===== src/rtl/rr_mux_arbiter.sv =====
// Round-robin arbiter sharing a two-stage 2:1 mux chain between X, Y and Z.
// The selected word is registered and offered downstream on valid/ready.
module rr_mux_arbiter #(
  parameter int W = 2
) (
  input  logic         CLK,
  input  logic         RST,
  input  logic [W-1:0] X,
  input  logic [W-1:0] Y,
  input  logic [W-1:0] Z,
  input  logic         VX,
  input  logic         VY,
  input  logic         VZ,
  output logic         AX,
  output logic         AY,
  output logic         AZ,
  output logic         S1,
  output logic         S2,
  output logic [1:0]   GNT,
  output logic [W-1:0] O,
  output logic         O_VALID,
  input  logic         O_READY
);

  typedef enum logic {
    EMPTY = 1'b0,
    FULL  = 1'b1
  } state_t;

  state_t       r_state;
  state_t       w_next;
  logic         w_load;

  logic [1:0]   r_last;
  logic [2:0]   r_acc;
  logic         r_s1;
  logic         r_s2;
  logic [1:0]   r_gnt;
  logic [W-1:0] r_o;

  logic [2:0]   w_elig;
  logic         w_hit;
  logic [1:0]   w_win;
  logic         w_s1;
  logic         w_s2;
  logic [W-1:0] w_m1;
  logic [W-1:0] w_m2;

  // A requester whose accept is high is retiring that word this cycle.
  assign w_elig = {VZ & ~r_acc[2],
                   VY & ~r_acc[1],
                   VX & ~r_acc[0]};
  assign w_hit  = |w_elig;

  always_comb begin
    w_win = 2'd0;
    unique case (r_last)
      2'd0: begin
        if (w_elig[1])      w_win = 2'd1;
        else if (w_elig[2]) w_win = 2'd2;
        else                w_win = 2'd0;
      end
      2'd1: begin
        if (w_elig[2])      w_win = 2'd2;
        else if (w_elig[0]) w_win = 2'd0;
        else                w_win = 2'd1;
      end
      default: begin
        if (w_elig[0])      w_win = 2'd0;
        else if (w_elig[1]) w_win = 2'd1;
        else                w_win = 2'd2;
      end
    endcase
  end

  assign w_s1 = (w_win == 2'd1);
  assign w_s2 = (w_win == 2'd2);
  assign w_m1 = w_s1 ? Y : X;
  assign w_m2 = w_s2 ? Z : w_m1;

  always_ff @(posedge CLK or posedge RST) begin
    if (RST) r_state <= EMPTY;
    else     r_state <= w_next;
  end

  always_comb begin
    w_next = r_state;
    w_load = 1'b0;
    unique case (r_state)
      EMPTY: begin
        if (w_hit) begin
          w_next = FULL;
          w_load = 1'b1;
        end
      end
      FULL: begin
        if (O_READY) begin
          if (w_hit) w_load = 1'b1;
          else       w_next = EMPTY;
        end
      end
    endcase
  end

  always_ff @(posedge CLK or posedge RST) begin
    if (RST) begin
      r_last <= 2'd2;
      r_acc  <= 3'b000;
      r_s1   <= 1'b0;
      r_s2   <= 1'b0;
      r_gnt  <= 2'd0;
      r_o    <= '0;
    end else begin
      r_acc <= 3'b000;
      if (w_load) begin
        r_o    <= w_m2;
        r_s1   <= w_s1;
        r_s2   <= w_s2;
        r_gnt  <= w_win;
        r_last <= w_win;
        r_acc  <= {w_s2, w_s1, ~w_s1 & ~w_s2};
      end
    end
  end

  assign AX      = r_acc[0];
  assign AY      = r_acc[1];
  assign AZ      = r_acc[2];
  assign S1      = r_s1;
  assign S2      = r_s2;
  assign GNT     = r_gnt;
  assign O       = r_o;
  assign O_VALID = (r_state == FULL);

endmodule


===== config.mk =====
export PLATFORM = sky130hd
export DESIGN_NAME = rr_mux_arbiter
export DESIGN_NICKNAME = d
export VERILOG_FILES = /design/src/rtl/rr_mux_arbiter.sv
export SDC_FILE = /design/constraint.sdc
export NUM_CORES = 1
export LEC_CHECK = 0
export ABC_AREA = 1
export CAP_MARGIN = 30
export CORE_UTILIZATION = 30
export CTS_CLUSTER_DIAMETER = 80
export DETAILED_ROUTE_END_ITERATION = 10
export PLACE_DENSITY = 0.65
export SKIP_CTS_REPAIR_TIMING = 1
export SYNTH_ARGS = -nofsm -noshare
export SYNTH_HDL_FRONTEND = slang
export SYNTH_SLANG_ARGS = --single-unit
export TNS_END_PERCENT = 5

===== constraint.sdc =====
create_clock -name CLK -period 2.3 [get_ports CLK]
set_input_delay 0.46 -clock CLK [delete_from_list [all_inputs] [get_ports CLK]]
set_output_delay 0.46 -clock CLK [all_outputs]
set_load 0.005 [all_outputs]

==> flow_metrics.env <==
export IMPL_min_path_type="input port to asynchronous set/reset pin"
export IMPL_slew_headroom_pct=72.59
export IMPL_fin_crit_sh_pct=80.56
export IMPL_nNetsFinal=111
export IMPL_wl_per_cell_microns=9.157
export IMPL_met3_usage_pct=2.353
export IMPL_grt_pass1_vias=489
export IMPL_final_max_slew_viol_count=0
export IMPL_synth_warnings=0
export IMPL_die_x_microns=46.60
export IMPL_finClkSkew_ns=0.002279
export IMPL_die_area_sq_mm=0.002172
export IMPL_place_gp_congestion=0.6812
export IMPL_cts_buffers=3
export IMPL_synth_net_count=87
export IMPL_area_delta_synth_final_pct=41.09
export IMPL_outcome="completed"
export IMPL_h_tree_depth=1
export IMPL_setup_tns_ns=0
export IMPL_drcViolationCount=0
export IMPL_antenna_found_initial=0
export IMPL_crit_arrival_ns=2.00
export IMPL_ioPinCount=22
export IMPL_hold_violations=0
export IMPL_power_density_mw_per_mm2=1094
export IMPL_pre_cts_slack_ns=0.1564
export IMPL_grt_pass1_wl_microns=1918
export IMPL_fp_dieH_microns=46.60
export IMPL_synth_cell_type_count=16
export IMPL_use_met1_pct=15.22
export IMPL_setup_violations_final=0
export IMPL_p_total_mw=0.9215
export IMPL_cts_clk_slew_worst_paths_ns=0.07
export IMPL_drt_iter0_drc=0
export IMPL_drive_above_1_share_pct=11.46
export IMPL_fin_util_pct=46.74
export IMPL_syn_inst=73
export IMPL_leakage_nw=0.4071
export IMPL_ant_nets=0
export IMPL_cp_startpoint="VY"
export IMPL_syn_avg_cell_area_sq_um=8.176
export IMPL_vias=517
export IMPL_min_period_ns=1.853
export IMPL_insertion_delay_ns=0.27
export IMPL_synth_most_common_cell="nand2_1"
export IMPL_dr_pass1_iters=1
export IMPL_synth_top_area_cell="dfrtp_1"
export IMPL_grt_use_total_pct=12.97
export IMPL_cts_tree="yes"
export IMPL_dp_hpwl_microns=852.3
export IMPL_fmaxAchievable_ghz=0.5397
export IMPL_overflow=0
export IMPL_synth_area_sq_um=596.8
export IMPL_worstPathRequired_ns=2.45
export IMPL_worstSetupPathType="input port to flop"
export IMPL_yosysTopAreaCellShare_pct=41.93
export IMPL_synthFlopType="dfrtp_1"
export IMPL_num_fill_cells=191
export IMPL_vias_per_cell=4.273
export IMPL_cts_sinks=11
export IMPL_async_flop_share_pct=100.0
export IMPL_core_sq_mm=0.001802
export IMPL_crit_fanout=6
export IMPL_grt_max_degree=18
export IMPL_met2_usage_pct=21.11
export IMPL_synthTopCellsByCount="18 x nand2_1, 14 x inv_1, 10 x dfrtp_1, 6 x nor2_1, 5 x nand3_1"
export IMPL_drv_cap=0
export IMPL_synth_area_leaders="dfrtp_1 42%, nand2_1 11%, inv_1 8.8%"
export IMPL_worst_setup_path_end_kind="flop"
export IMPL_clk_path_buf_depth=2
export IMPL_synth_seq_area_share_pct=46.33
export IMPL_diodes=0
export IMPL_rows=15
export IMPL_routed_wirelength_microns=1108
export IMPL_io_buffers=21
export IMPL_start_util_pct=33.12
export IMPL_yosys_register_bits=11
export IMPL_synth_edf_count=0
export IMPL_critPathLaunchType="input port"
export IMPL_grt_setup_unrepaired="false"
export IMPL_max_vdd_ir_drop_uv=430.1
export IMPL_timing_final_ws_setup_ns=0.4470
export IMPL_worst_pin_slew_ns=0.4106
export IMPL_busiest_layer="met2"
export IMPL_root_buffer="clkbuf_4"
export IMPL_critical_path_reg2reg_startpoint="r_last[1]"
[final timing paths]
path	end	slack, ns	depth (start not counted)
worst max-delay path	O[0]	0.45	11
worst min-delay path	S2	0.47	2
worst max register to register	O[0]	0.62	9
worst min register to register	GNT[1]	0.49	2
max in group asynchronous	r_last[1]	1.50	2
min in group CLK	GNT[1]	0.49	2
[state kept, by name, summed over array words and instances, names as in the netlist]
name / cells
r_acc: 3
O: 2
r_last: 2
GNT: 1
O_VALID: 1
S1: 1
S2: 1
[per-stage QoR]
step,instance area [sq um],cells,hold WS (ns)
after floorplan,596.8,73,0.3117
after global placement,815.8,117,0.4782
after detailed placement,815.8,117,0.4782
after CTS,842.1,121,0.4867
after global routing,842.1,121,0.5149
final,842.1,121,0.4736
[layer usage]
layer	vias to the layer above	part of all wire [%]	routed length, microns
li1	269	-	-
met1	230	47	520
met2	16	46	513
met3	2	6.2	69
met4	0	0.45	5
met5	-	0	0
[placed cells by master, fill, tap and decap left out, drive strengths merged]
cell type      Yosys  layout
o21ai              8       8
nand2             22      22
ha                 2       2
clkbuf             0       4
clkdlybuf4s50      0      21
inv               14      14
dfstp              1       1
nand4              1       1
dfrtp             10      10
nor2               6       6
nand3              7       7
[report_power, final]
group / total, mW / internal [mW] / switching, mW
Clock: 0.132 / 0.0671 / 0.0654
Combinational: 0.462 / 0.234 / 0.228
Sequential: 0.327 / 0.276 / 0.0510
[critical path, stage by stage]
cell and delay, ns:
clkdlybuf4s50_1 0.49, inv_1 0.05, nor2_1 0.13, nand3_1 0.09, nand3_1 0.15, inv_1 0.06
ha_1 0.18, inv_1 0.15, nand3_1 0.09, o21ai_0 0.07, o21ai_0 0.08
[final cells by class]
class | instances | area (sq um) | share of cell area (%)
Inverter | 14 | 52.55 | 6.241
Multi-Input combinational cell | 46 | 245.2 | 29.12
Timing Repair Buffer | 21 | 210.2 | 24.96
Clock buffer | 4 | 26.28 | 3.120
Sequential cell | 11 | 276.5 | 32.84
Tap cell | 25 | 31.28 | 3.715
[cells by family after synthesis]
group	after synthesis	share of synthesized area (%)
AOI/OAI and AO/OA	8	7.337
adders and majority gates	2	4.192
buffers and inverters	16	12.58
DFF	11	46.33
and+or+nand+nor	36	29.56
Note: power is estimated with default switching activity, not from simulation.
